==> config.mk <==
export PLATFORM = sky130hd
export DESIGN_NAME = instr_encoder_flat
export DESIGN_NICKNAME = d
export VERILOG_FILES = /design/src/rtl/mips_pkg.sv /design/src/rtl/instr_encoder_if.sv /design/src/rtl/instr_pack.sv /design/src/rtl/instr_encoder.sv /design/src/flat_wrapper.sv
export SDC_FILE = /design/constraint.sdc
export NUM_CORES = 1
export LEC_CHECK = 0
export CORE_MARGIN = 4
export CORE_UTILIZATION = 48
export DETAILED_ROUTE_END_ITERATION = 10
export GPL_TIMING_DRIVEN = 0
export PLACE_DENSITY = 0.91
export SYNTH_ARGS = -nofsm -noshare
export SYNTH_HDL_FRONTEND = slang
export SYNTH_SLANG_ARGS = --single-unit
==> constraint.sdc <==
create_clock -name clk -period 4.7 [get_ports clk]
set_input_delay 0.94 -clock clk [delete_from_list [all_inputs] [get_ports clk]]
set_output_delay 0.94 -clock clk [all_outputs]
set_load 0.05 [all_outputs]
==> src/rtl/mips_pkg.sv <==
// rtl/mips_pkg.sv - opcodes, request-op codes and FSM state type for the instruction encoder
package mips_pkg;

    localparam logic [5:0] OP_RTYPE  = 6'b000000;
    localparam logic [5:0] OP_LW     = 6'b100011;
    localparam logic [5:0] OP_BEQ    = 6'b000100;
    localparam logic [5:0] FUNCT_ADD = 6'b100000;

    localparam logic [1:0] REQ_ADD = 2'b00;
    localparam logic [1:0] REQ_LW  = 2'b01;
    localparam logic [1:0] REQ_BEQ = 2'b10;
    localparam logic [1:0] REQ_ILL = 2'b11;

    typedef enum logic [2:0] {
        ST_IDLE,
        ST_ENC,
        ST_WR,
        ST_CHK,
        ST_DONE
    } state_t;

    function automatic logic op_legal(input logic [1:0] op);
        return op != REQ_ILL;
    endfunction

endpackage

==> src/rtl/instr_encoder_if.sv <==
// rtl/instr_encoder_if.sv - encode-request channel between a requester and the instruction encoder
interface instr_encoder_if;
    logic        req_valid;
    logic        req_ready;
    logic [1:0]  req_op;
    logic [4:0]  req_rs;
    logic [4:0]  req_rt;
    logic [4:0]  req_rd;
    logic [15:0] req_imm;
    logic        req_last;

    modport master (
        output req_valid, req_op, req_rs, req_rt, req_rd, req_imm, req_last,
        input  req_ready
    );

    modport slave (
        input  req_valid, req_op, req_rs, req_rt, req_rd, req_imm, req_last,
        output req_ready
    );
endinterface

==> src/rtl/instr_pack.sv <==
// rtl/instr_pack.sv - combinational mapping of request fields to a 32-bit MIPS instruction word
module instr_pack
    import mips_pkg::*;
(
    input  logic [1:0]  op,
    input  logic [4:0]  rs,
    input  logic [4:0]  rt,
    input  logic [4:0]  rd,
    input  logic [15:0] imm,
    output logic [31:0] word
);

    // Illegal op packs to zero; the encoder never writes it anyway.
    always_comb begin
        word = 32'h0;
        case (op)
            REQ_ADD: word = {OP_RTYPE, rs, rt, rd, 5'b00000, FUNCT_ADD};
            REQ_LW:  word = {OP_LW, rs, rt, imm};
            REQ_BEQ: word = {OP_BEQ, rs, rt, imm};
            default: word = 32'h0;
        endcase
    end

endmodule

==> src/rtl/instr_encoder.sv <==
// rtl/instr_encoder.sv - request-driven instruction encoder writing words to instruction memory; optional read-back via INSTR_ENC_READBACK_EN
module instr_encoder
    import mips_pkg::*;
#(
    parameter int ADDR_W    = 10,
    parameter int BASE_ADDR = 0
) (
    input  logic              clk,
    input  logic              reset,
    instr_encoder_if.slave    req,
    output logic              imem_we,
    output logic [ADDR_W-1:0] imem_addr,
    output logic [31:0]       imem_wdata,
    input  logic [31:0]       imem_rdata,
    output logic              done,
    output logic [15:0]       instr_count,
    output logic              err_illegal,
    output logic              err_mismatch
);

    state_t      state;
    logic [1:0]  cap_op;
    logic [4:0]  cap_rs;
    logic [4:0]  cap_rt;
    logic [4:0]  cap_rd;
    logic [15:0] cap_imm;
    logic        cap_last;
    logic [31:0] packed_word;

    instr_pack u_pack (
        .op   (cap_op),
        .rs   (cap_rs),
        .rt   (cap_rt),
        .rd   (cap_rd),
        .imm  (cap_imm),
        .word (packed_word)
    );

`ifndef INSTR_ENC_READBACK_EN
    logic unused_rdata;
    assign unused_rdata = ^imem_rdata;
`endif

    // Control FSM with all outputs registered; req_ready mirrors "next state is IDLE".
    // With read-back, the address advance is deferred to the end of CHK so the
    // memory still presents the word just written while it is being compared.
    always_ff @(posedge clk) begin
        if (reset) begin
            state         <= ST_IDLE;
            req.req_ready <= 1'b1;
            imem_we       <= 1'b0;
            imem_addr     <= ADDR_W'(BASE_ADDR);
            imem_wdata    <= 32'h0;
            done          <= 1'b0;
            instr_count   <= 16'h0;
            err_illegal   <= 1'b0;
            err_mismatch  <= 1'b0;
            cap_op        <= 2'b00;
            cap_rs        <= 5'd0;
            cap_rt        <= 5'd0;
            cap_rd        <= 5'd0;
            cap_imm       <= 16'h0;
            cap_last      <= 1'b0;
        end else begin
            imem_we <= 1'b0;
            done    <= 1'b0;
            case (state)
                ST_IDLE: begin
                    if (req.req_valid) begin
                        cap_op        <= req.req_op;
                        cap_rs        <= req.req_rs;
                        cap_rt        <= req.req_rt;
                        cap_rd        <= req.req_rd;
                        cap_imm       <= req.req_imm;
                        cap_last      <= req.req_last;
                        state         <= ST_ENC;
                        req.req_ready <= 1'b0;
                    end
                end
                ST_ENC: begin
                    if (op_legal(cap_op)) begin
                        imem_wdata <= packed_word;
                        imem_we    <= 1'b1;
                        state      <= ST_WR;
                    end else begin
                        err_illegal   <= 1'b1;
                        state         <= ST_IDLE;
                        req.req_ready <= 1'b1;
                    end
                end
                ST_WR: begin
                    if (instr_count != 16'hFFFF) begin
                        instr_count <= instr_count + 16'd1;
                    end
`ifdef INSTR_ENC_READBACK_EN
                    state <= ST_CHK;
`else
                    imem_addr <= imem_addr + ADDR_W'(4);
                    if (cap_last) begin
                        state <= ST_DONE;
                        done  <= 1'b1;
                    end else begin
                        state         <= ST_IDLE;
                        req.req_ready <= 1'b1;
                    end
`endif
                end
`ifdef INSTR_ENC_READBACK_EN
                ST_CHK: begin
                    if (imem_rdata != imem_wdata) begin
                        err_mismatch <= 1'b1;
                    end
                    imem_addr <= imem_addr + ADDR_W'(4);
                    if (cap_last) begin
                        state <= ST_DONE;
                        done  <= 1'b1;
                    end else begin
                        state         <= ST_IDLE;
                        req.req_ready <= 1'b1;
                    end
                end
`endif
                ST_DONE: begin
                    state         <= ST_IDLE;
                    req.req_ready <= 1'b1;
                end
                default: begin
                    state         <= ST_IDLE;
                    req.req_ready <= 1'b1;
                end
            endcase
        end
    end

endmodule

==> src/flat_wrapper.sv <==
// flat-port wrapper written by rule: the top's interface ports become plain ports
module instr_encoder_flat import mips_pkg::*;
#(
    parameter int ADDR_W    = 10,
    parameter int BASE_ADDR = 0
)
  (clk, reset, imem_we, imem_addr, imem_wdata, imem_rdata, done, instr_count, err_illegal, err_mismatch, req_req_valid, req_req_op, req_req_rs, req_req_rt, req_req_rd, req_req_imm, req_req_last, req_req_ready);
  instr_encoder_if req_i ();
  input  logic clk;
  input  logic reset;
  output logic imem_we;
  output logic [ADDR_W-1:0] imem_addr;
  output logic [31:0] imem_wdata;
  input  logic [31:0] imem_rdata;
  output logic done;
  output logic [15:0] instr_count;
  output logic err_illegal;
  output logic err_mismatch;
  input wire logic [$bits(req_i.req_valid)-1:0] req_req_valid;
  input wire logic [$bits(req_i.req_op)-1:0] req_req_op;
  input wire logic [$bits(req_i.req_rs)-1:0] req_req_rs;
  input wire logic [$bits(req_i.req_rt)-1:0] req_req_rt;
  input wire logic [$bits(req_i.req_rd)-1:0] req_req_rd;
  input wire logic [$bits(req_i.req_imm)-1:0] req_req_imm;
  input wire logic [$bits(req_i.req_last)-1:0] req_req_last;
  output wire logic [$bits(req_i.req_ready)-1:0] req_req_ready;
  assign req_i.req_valid = req_req_valid;
  assign req_i.req_op = req_req_op;
  assign req_i.req_rs = req_req_rs;
  assign req_i.req_rt = req_req_rt;
  assign req_i.req_rd = req_req_rd;
  assign req_i.req_imm = req_req_imm;
  assign req_i.req_last = req_req_last;
  assign req_req_ready = req_i.req_ready;
  instr_encoder #(.ADDR_W(ADDR_W), .BASE_ADDR(BASE_ADDR)) u_core (.clk(clk), .reset(reset), .req(req_i), .imem_we(imem_we), .imem_addr(imem_addr), .imem_wdata(imem_wdata), .imem_rdata(imem_rdata), .done(done), .instr_count(instr_count), .err_illegal(err_illegal), .err_mismatch(err_mismatch));
endmodule
==> flow_summary_export.csv, run 1 <==
group,metric,value,unit
run_status,status,"complete, no violations",
global_route,global_route_hottest_layer,"met2",
critical_path,worst-path-buf-inv,1,
global_route,initial_antenna_violation_count,0,
sta,timing.max_slew.rel_slack,0.622,
layout,nFillCells,573,
critical_path,worstSetupEndpointType,"output pin",
pwr,total_leakage_power,1.87,nW
global_route,use_met1,0.261,
global_route,global_route.usage.met3,0.0563,
critical_path,timing.critical_path.depth,1,
route,finalWirelength,9.92,mm
critical_path,cp-endpoint,"instr_count[11]",
floorplanning,ios,132,
synth,synth-async-reset-ratio,0,
layout,syn2layout_area_growth,34.2,%
cts,max-clock-path-buffers,2,
critical_path,critical_path.startpoint,"u_core.instr_count[11]",
sta,timing.final.setup_violations,0,
critical_path,crit_path_max_fanout,8,
layout,drive_above_1_share,0.0735,
sta,max_clock_freq,374,MHz
global_route,grt_util_all_layers,0.223,
sta,setup_total_negative_slack,0,ns
critical_path,critPathArrivalTime,1.73,ns
layout,layout.nets,624,
synth,largest_family_of_logic_cells_by_synthesized_area,"simple AND/OR/NAND/NOR gates",
synth,synthSimpleGateAreaFrac,0.253,
layout,multi_input_comb_area,1710,um^2
synth,synth_edf_count,0,
place,finalWeightedCongestion,0.905,
cts,post_cts_resized,0,
synth,mux_share_of_post_synthesis_cell_area,0.0358,
synth,synth_compound_area_frac,0.143,
cts,holdBufCountCts,0,
critical_path,critical_path.reg2reg.endpoint,"u_core.instr_count[5]",
critical_path,worst-setup-path-type,"reg2out",
synth,mean_cell_area_of_the_mapped_netlist,8.40,um^2
cts,tritoncts_clock_tree,"built",
global_route,grt_pass1_vias,3511,
layout,n_antenna_cell,0,
synth,netlist_area,3740,um^2
sta,worst_slew_pin_slew,0.563,ns
synth,synth_xor_xnor_area_share,0.0141,
synth,yosysSeqAreaShare,0.498,
sta,period_share,0.569,
place,dp_hpwl,7.33,mm
min_path,holdCritPathClass,"reg2reg",
floorplanning,initial_core_utilization,0.505,
critical_path,crit_required,3.76,ns
synth,synth.ff_latch_count,93,
critical_path,worst_path_largest_cell_delay,0.87,ns
layout,final_util,0.678,
route,drt_first_iter_violations,177,
global_route,wire_length_of_the_first_global_routing_pass,15.9,mm
route,iteration_count_of_the_initial_detailed_routing_pass,4,
synth,number_of_unique_standard_cell_types_used_by_synthesis,50,
critical_path,setup.reg_to_reg.worst_slack,2.71,ns
synth,synth_cells,445,
synth,synth_adder_area_share,0.00669,
sta,slew_viol_final,0,
critical_path,crit_path_cell_trace,"clkdlybuf4s50_1",
route,route.antenna.remaining_nets,0,
critical_path,critPathSlowestCell,"sky130_fd_sc_hd__clkdlybuf4s50_1",
sta,post-route-min-period,2.67,ns
global_route,grtUsageMet2,0.369,
floorplanning,floorplan.die.width,96.3,um
place,numPortBuffers,93,
critical_path,reg2regPathDepth,5,
route,vias,3563,
route,detail_route.vias_per_cell,5.42,
route,post-route-drc-count,0,
cts,postCtsSetupRepairBufs,0,
pwr,power_per_cell_area,320,nW/um^2
layout,layout.area.seq,1860,um^2
cts,insertion_delay,0.36,ns
route,detail_route.wl_per_cell,15.1,um
synth,ys_dominant_reg_cell,"sky130_fd_sc_hd__dfxtp_1",
sta,timing_hold_violations_final,0,
floorplanning,core-area,7410,um^2
cts,clock-sinks,93,
cts,htreeDepth,3,
critical_path,cp_top_family,"buffers and inverters",
sta,worst_clock_skew,0.0122,ns
global_route,grt-ovfl-total,0,
cts,tritoncts.num_buffers,9,
flow_run,timing.max_cap.violations,0,
sta,rsz_0062_raised_after_global_routing,"no",
floorplanning,placement_rows,31,
critical_path,r2r_start,"u_core.instr_count[0]",
cts,clk_tree_root_cell,"sky130_fd_sc_hd__clkbuf_8",
synth,synthesis.yosys.warnings,0,
cts,path_clk_slew,0.10,ns
floorplanning,die_area,9270,um^2
pwr,ir_worst_vdd,265,uV
global_route,grt_start_max_net_pins,19,
floorplanning,die_height,96.3,um
pwr,fin_total_pwr,1.61,mW
critical_path,setup.worst_path.start_class,"flop",
==> cells in the final DEF, fill, tap and decap left out, drive strengths merged, types with 3 or more instances in the layout <==
cell           Yosys  final
xor2               5      5
a21oi             57     57
inv                5     10
a22oi             10     10
nand3             11     11
mux2i              4      4
and3               4      4
nand2            100    100
clkbuf            13     22
a221oi             3      3
nor2b              9      9
o31ai              4      4
conb               1      5
buf               21     21
or4                4      4
nand2b             3      3
nand4              5      5
dfxtp             93     93
o21ai              4      4
nor3              10     10
clkdlybuf4s50      0     93
nor2              47     47
mux2               8      8
==> final cells by class <==
type,count,share of cell area
Buffer,34,0.0327
Clock buffer,9,0.0247
Clock inverter,7,0.0172
Inverter,5,0.00374
Multi-Input combinational cell,317,0.341
Sequential cell,93,0.371
Tap cell,99,0.0247
Timing Repair Buffer,93,0.185
==> how the worst min path moves through the flow <==
stage | start | end | slack [ns] | cells past startpoint
floorplan | u_core.cap_rt[2] | u_core.imem_wdata[18] | 0.43 | 2
global placement | u_core.cap_rt[1] | u_core.imem_wdata[17] | 0.44 | 2
detailed placement | u_core.cap_rt[1] | u_core.cap_rt[1] | 0.45 | 2
CTS | u_core.cap_rs[2] | u_core.imem_wdata[23] | 0.46 | 2
global route | u_core.cap_rt[0] | u_core.cap_rt[0] | 0.48 | 2
finish | u_core.imem_wdata[18] | u_core.imem_wdata[18] | 0.46 | 2
==> Yosys cell counts (all sizes together) (2+ instances only) <==
| cell type | instances | area [um^2] |
|---|---|---|
| mux2i | 4 | 40.0 |
| clkbuf | 13 | 48.8 |
| and2 | 2 | 12.5 |
| nor4 | 2 | 27.5 |
| mux2 | 8 | 93.8 |
| nand4 | 5 | 52.6 |
| inv | 5 | 18.8 |
| nand2b | 3 | 18.8 |
| xor2 | 5 | 43.8 |
| o21ai | 4 | 20.0 |
| a21oi | 57 | 289 |
| nor3 | 10 | 50.1 |
| nor2b | 9 | 56.3 |
| dfxtp | 93 | 1860 |
| and3 | 4 | 25.0 |
| ha | 2 | 25.0 |
| o22ai | 2 | 12.5 |
| a22oi | 10 | 75.1 |
| or4 | 4 | 30.0 |
| nand3 | 11 | 60.1 |
| a221oi | 3 | 26.3 |
| or3 | 2 | 12.5 |
| nand2 | 100 | 375 |
| o31ai | 4 | 30.0 |
| buf | 21 | 115 |
| nor2 | 47 | 176 |
==> kinds of logic (layout without fill, tap and decap cells) <==
group                      after synthesis  count (layout)
and+or+nand+nor                        203             203
DFF                                     93              93
AOI/OAI and AO/OA                       89              89
buffers and inverters                   39             148
muxes                                   12              12
xor gates and xnor gates                 6               6
adders and majority gates                2               2
other                                    1               5
==> where the power goes <==
part	total (mW)	switching [mW]	internal [mW]
logic	0.211	0.131	0.0798
registers	0.834	0.0172	0.816
clock network	0.561	0.302	0.259
==> sequential cells by signal (all words and copies together), names as in the netlist, 3 cells and up <==
signal / cells
u_core.state: 3
u_core.cap_rs: 5
u_core.imem_wdata: 28
u_core.cap_rd: 5
u_core.instr_count: 16
u_core.cap_imm: 16
u_core.cap_rt: 5
u_core.imem_addr: 8
==> stage by stage <==
step	cell area (um^2)	worst slack [ns]	std cells	hold WS [ns]
6_report	5020	2.03	657	0.459
5_1_grt	5020	1.96	657	0.477
4_1_cts	5020	2.02	657	0.461
3_5_place_dp	4810	2.03	641	0.448
3_3_place_gp	4810	2.10	641	0.437
2_1_floorplan	3750	2.63	449	0.432
==> metal layers <==
metal | routed length (um) | share of wire
met5 | 0 | 0
met1 | 3990 | 0.40
met4 | 279 | 0.028
met3 | 733 | 0.074
met2 | 4920 | 0.50
Power figures use the tool's default switching activity.
==> run 2: changes to the inputs <==
Settings changed: CORE_UTILIZATION 48 to 45, PLACE_DENSITY 0.91 to 0.86.
Clock period 4.7 ns to 2.7 ns, I/O delays scaled along.
==> flow_summary_export.csv, run 2 (synthesis gave the netlist of run 1 again) <==
group,metric,value,unit
min_path,min_from,"u_core.cap_imm[2]",
layout,final_common_cell,"sky130_fd_sc_hd__nand2_1",
layout,n_antenna_cell,0,
pwr,ir_worst_vdd,400,uV
sta,period_share,0.835,
place,finalWeightedCongestion,0.897,
layout,leading_cell_types_in_the_layout_fill_and_taps_excluded,"sky130_fd_sc_hd__nand2_1 (100), sky130_fd_sc_hd__clkdlybuf4s50_1 (93), sky130_fd_sc_hd__dfxtp_1 (93)",
floorplanning,die_area,9830,um^2
critical_path,worst_path_largest_cell_delay,0.86,ns
floorplanning,floorplan.die.width,99.2,um
sta,timing.max_slew.rel_slack,0.616,
route,drt_first_iter_violations,147,
critical_path,crit_path_max_fanout,8,
layout,final_util,0.635,
cts,holdBufCountCts,0,
route,vias,3529,
place,numPortBuffers,93,
route,route.antenna.remaining_nets,0,
layout,biggestRegsByFlops,"u_core.imem_wdata (28), u_core.cap_imm (16), u_core.instr_count (16)",
sta,worst_clock_skew,0.00797,ns
place,dp_hpwl,7.22,mm
route,finalWirelength,9.73,mm
global_route,grt_pass1_vias,3423,
critical_path,reg2regPathDepth,5,
cts,tritoncts.num_buffers,9,
critical_path,r2r_start,"u_core.instr_count[0]",
floorplanning,placement_rows,32,
route,detail_route.vias_per_cell,5.35,
floorplanning,core-area,7890,um^2
route,post-route-drc-count,0,
critical_path,setup.reg_to_reg.worst_slack,0.71,ns
critical_path,worst-path-buf-inv,1,
cts,clk_tree_root_cell,"sky130_fd_sc_hd__clkbuf_8",
sta,rsz_0062_raised_after_global_routing,"no",
critical_path,worst-setup-path-type,"reg2out",
cts,htreeDepth,3,
cts,max-clock-path-buffers,2,
critical_path,critical_path.reg2reg.endpoint,"u_core.instr_count[2]",
critical_path,cp_top_family,"buffers and inverters",
floorplanning,ios,132,
global_route,wire_length_of_the_first_global_routing_pass,16.0,mm
critical_path,setup.worst_path.start_class,"flop",
layout,largest_register,"u_core.imem_wdata",
sta,timing_hold_violations_final,0,
cts,insertion_delay,0.35,ns
sta,worst_slew_pin_slew,0.571,ns
run_status,status,"complete, no violations",
sta,slew_viol_final,0,
flow_run,timing.max_cap.violations,0,
cts,path_clk_slew,0.09,ns
layout,drive_above_1_share,0.0735,
floorplanning,initial_core_utilization,0.474,
global_route,grt-ovfl-total,0,
global_route,grt_util_all_layers,0.200,
pwr,power_per_cell_area,542,nW/um^2
min_path,whs_endpoint,"u_core.cap_imm[2]",
route,detail_route.wl_per_cell,14.7,um
cts,clock-sinks,93,
sta,post-route-min-period,2.25,ns
cts,tritoncts_clock_tree,"built",
min_path,worst_hold_path.num_cells,2,
route,iteration_count_of_the_initial_detailed_routing_pass,5,
pwr,total_leakage_power,1.86,nW
min_path,holdCritPathClass,"reg2reg",
global_route,initial_antenna_violation_count,0,
sta,setup_total_negative_slack,0,ns
layout,number_of_flip_flops_under_the_largest_register_name,28,
critical_path,crit_path_cell_trace,"clkdlybuf4s50_1",
cts,postCtsSetupRepairBufs,0,
layout,syn2layout_area_growth,33.8,%
critical_path,worstSetupEndpointType,"output pin",
cts,post_cts_resized,0,
sta,max_clock_freq,443,MHz
global_route,grt_start_max_net_pins,18,
critical_path,crit_required,2.16,ns
critical_path,critPathArrivalTime,1.71,ns
layout,layout.nets,624,
sta,timing.final.setup_violations,0,
critical_path,critPathSlowestCell,"sky130_fd_sc_hd__clkdlybuf4s50_1",
floorplanning,die_height,99.2,um
## run 2: cell types whose count changed in the layout (fill, tap and decap cells not counted)
| cell | delta |
|---|---|
| sky130_fd_sc_hd__clkinv_4 | +2 |
| sky130_fd_sc_hd__bufinv_16 | -1 |
| sky130_fd_sc_hd__clkbuf_8 | +1 |
| sky130_fd_sc_hd__inv_6 | -1 |
| sky130_fd_sc_hd__inv_8 | -1 |
## run 2: per-layer routing
| metal | GRT usage | up-vias | share of wire |
|---|---|---|---|
| li1 | - | 1719 | - |
| met1 | 0.242 | 1670 | 0.42 |
| met2 | 0.346 | 129 | 0.50 |
| met3 | 0.0512 | 11 | 0.070 |
| met4 | 0.0641 | 0 | 0.014 |
| met5 | 0 | - | 0 |
## run 2: how the worst max path moves through the flow
stage | to | cells past startpoint | startpoint | slack (ns)
2_1_floorplan | u_core.instr_count[4] | 5 | u_core.instr_count[0] | 0.63
3_3_place_gp | u_core.cap_imm[14] | 6 | req_req_valid | 0.49
3_5_place_dp | u_core.cap_imm[14] | 6 | req_req_valid | 0.41
4_1_cts | instr_count[11] | 1 | u_core.instr_count[11] | 0.43
5_1_grt | instr_count[11] | 1 | u_core.instr_count[11] | 0.40
6_report | instr_count[11] | 1 | u_core.instr_count[11] | 0.45
## run 2: final cells by class
type,count,area [um^2]
clock buffers,10,138
well taps,102,128
inverters,5,18.8
repair buffers,93,931
plain buffers,34,164
multi-input cells,317,1710
flip-flops and latches,93,1860
fillers,652,2880
clock inverters,6,53.8
## run 2: per-stage QoR
step / cell area, um^2 / hold slack [ns] / setup slack, ns / instances / power [mW]
3_3_place_gp: 4810 / 0.436 / 0.491 / 644 / 1.84
6_report: 5000 / 0.461 / 0.445 / 660 / 2.71
2_1_floorplan: 3750 / 0.432 / 0.627 / 449 / 1.70
5_1_grt: 5000 / 0.482 / 0.395 / 660 / 2.82
3_5_place_dp: 4810 / 0.447 / 0.406 / 644 / 1.85
4_1_cts: 5000 / 0.460 / 0.427 / 660 / 2.72
## run 2: power breakdown
part / internal (mW) / total, mW / leakage (nW) / switching [mW]
clock network: 0.377 / 0.895 / 0.0954 / 0.518
registers: 1.42 / 1.45 / 0.757 / 0.0306
logic: 0.139 / 0.366 / 1.01 / 0.227
==> run 3: changes to the inputs <==
Settings changed: CORE_UTILIZATION 45 to 40, PLACE_DENSITY 0.86 to 0.81.
Clock period 2.7 ns to 1.9 ns, I/O delays scaled along.
==> flow_summary_export.csv, run 3 (synthesis gave the netlist of run 1 again) <==
group,metric,value,unit
sta,rsz_0062_raised_after_global_routing,"yes",
critical_path,worst-setup-path-type,"reg2reg",
global_route,grt_start_max_net_pins,20,
run_status,status,"complete, no violations",
pwr,switching_fraction,0.296,
floorplanning,initial_core_utilization,0.409,
pwr,switching_power,1.15,mW
sta,slew_viol_final,0,
cts,max-clock-path-buffers,2,
sta,worst_clock_skew,0.0118,ns
cts,tritoncts_clock_tree,"built",
floorplanning,die_height,105,um
critical_path,r2r_start,"u_core.instr_count[0]",
critical_path,worstSetupEndpointType,"flop",
global_route,grt_util_all_layers,0.175,
floorplanning,die_area,11000,um^2
critical_path,critPathArrivalTime,2.07,ns
sta,post-route-min-period,1.82,ns
cts,htreeDepth,3,
global_route,grt-ovfl-total,0,
place,place_inst,653,
pwr,p_int,2.72,mW
critical_path,critical_path.reg2reg.endpoint,"u_core.instr_count[3]",
cts,path_clk_slew,0.11,ns
critical_path,crit_required,2.15,ns
layout,nFillCells,851,
route,drt_first_iter_violations,174,
cts,tritoncts.num_buffers,9,
cts,insertion_delay,0.37,ns
global_route,wire_length_of_the_first_global_routing_pass,15.6,mm
place,preCtsSetupSlack,-0.134,ns
pwr,ir_worst_vdd,383,uV
min_path,holdCritPathClass,"reg2reg",
layout,biggestRegsByFlops,"u_core.imem_wdata (28), u_core.cap_imm (16), u_core.instr_count (16)",
place,dp_hpwl,7.20,mm
flow_run,timing.max_cap.violations,0,
sta,timing.max_slew.rel_slack,0.614,
layout,post-route-cell-area,5000,um^2
floorplanning,ios,132,
min_path,min_from,"u_core.cap_rt[2]",
sta,timing_hold_violations_final,0,
critical_path,crit_path_max_fanout,8,
layout,syn2layout_area_growth,33.8,%
floorplanning,placement_rows,35,
layout,largest_register,"u_core.imem_wdata",
sta,period_share,0.958,
floorplanning,core-area,9150,um^2
layout,layout.nets,627,
global_route,initial_antenna_violation_count,0,
route,finalWirelength,9.73,mm
place,dpl_cell_area,4840,um^2
sta,timing.final.setup_violations,0,
sta,worst_slew_pin_slew,0.579,ns
critical_path,setup.worst_path.start_class,"flop",
floorplanning,floorplan.die.width,105,um
place,numPortBuffers,93,
critical_path,critical_path.startpoint,"u_core.instr_count[0]",
route,post-route-drc-count,0,
pwr,fin_total_pwr,3.87,mW
cts,clk_tree_root_cell,"sky130_fd_sc_hd__clkbuf_8",
sta,setup_total_negative_slack,0,ns
pwr,power_frac_seq,0.533,
pwr,power.combinational.fraction,0.130,
layout,finalNonFillerCells,672,
route,route.antenna.remaining_nets,0,
global_route,grt_pass1_vias,3217,
cts,holdBufCountCts,0,
layout,number_of_flip_flops_under_the_largest_register_name,28,
place,finalWeightedCongestion,0.805,
sta,worst_slack_setup_final,0.0799,ns
layout,leading_cell_types_in_the_layout_fill_and_taps_excluded,"sky130_fd_sc_hd__nand2_1 (100), sky130_fd_sc_hd__dfxtp_1 (82), sky130_fd_sc_hd__dlygate4sd2_1 (57)",
layout,n_antenna_cell,0,
route,vias,3484,
pwr,power_per_cell_area,774,nW/um^2
layout,drive_above_1_share,0.102,
route,detail_route.vias_per_cell,5.18,
pwr,total_leakage_power,2.17,nW
critical_path,cp-endpoint,"u_core.instr_count[3]",
sta,max_clock_freq,549,MHz
route,detail_route.wl_per_cell,14.5,um
critical_path,setup.reg_to_reg.worst_slack,0.08,ns
pwr,clock_power_share,0.337,
critical_path,reg2regPathDepth,6,
route,iteration_count_of_the_initial_detailed_routing_pass,5,
cts,clock-sinks,93,
layout,final_common_cell,"sky130_fd_sc_hd__nand2_1",
==> run 3: changes by cell type in the layout (fill, tap and decap cells not counted), sizes merged <==
cell and change:
dlymetal6s2s +1, inv +2, buf +3, clkinvlp -1
clkdlybuf4s50 -58, clkbuf -1, dlygate4sd2 +57
==> run 3: per-stage QoR <==
stage / utilization / hold WS [ns]
floorplan: - / 0.432
global placement: 0.529 / 0.438
detailed placement: 0.529 / 0.444
CTS: 0.542 / 0.462
global route: 0.547 / 0.480
finish: 0.547 / 0.460
==> run 3: repair_timing <==
action                                  CTS  global route
buffers inserted                          0             3
endpoints found under the setup margin   57            18
resized for setup                        57             7
pin swaps                                 0             2
==> run 3: worst min-delay path by stage <==
stage                            end  slack (ns)  cells after the start
6_report            u_core.cap_rt[2]        0.46                      2
5_1_grt             u_core.cap_rt[3]        0.48                      2
4_1_cts            u_core.cap_imm[3]        0.46                      2
3_5_place_dp   u_core.imem_wdata[24]        0.44                      2
3_3_place_gp   u_core.imem_wdata[17]        0.44                      2
2_1_floorplan  u_core.imem_wdata[18]        0.43                      2
==> run 3: routing by layer <==
metal  wire length, um  vias to the layer above  global-route usage
met1              4210                     1625               0.216
met2              4760                      107               0.293
met3               578                       18              0.0426
met5                 0                        -                   0
met4               173                        0              0.0694
li1                  -                     1734                   -
==> run 3: power by group through the flow <==
stage | clock, mW | combinational, mW | sequential (mW)
floorplan | 0 | 0.243 | 2.18
global placement | 0 | 0.507 | 2.10
detailed placement | 0 | 0.514 | 2.11
CTS | 1.33 | 0.498 | 2.06
global route | 1.42 | 0.548 | 2.07
finish | 1.31 | 0.503 | 2.06
==> run 3: critical path, stage by stage, from the launching register on <==
cell	delay [ns]
sky130_fd_sc_hd__dfxtp_2	0.37
sky130_fd_sc_hd__ha_1	0.22
sky130_fd_sc_hd__nand4_1	0.17
sky130_fd_sc_hd__nor4_4	0.33
sky130_fd_sc_hd__buf_4	0.21
sky130_fd_sc_hd__a21oi_1	0.09
sky130_fd_sc_hd__mux2_1	0.31
==> run 3: layout make-up <==
cell class                      instances  area (um^2)  share of cell area
Clock buffer                            9          124              0.0248
Inverter                                5         18.8             0.00375
Tap cell                              111          139              0.0278
Timing Repair Buffer                   96          885               0.177
Multi-Input combinational cell        317         1720               0.344
Buffer                                 34          168              0.0335
Clock inverter                          7         73.8              0.0148
Sequential cell                        93         1880               0.375
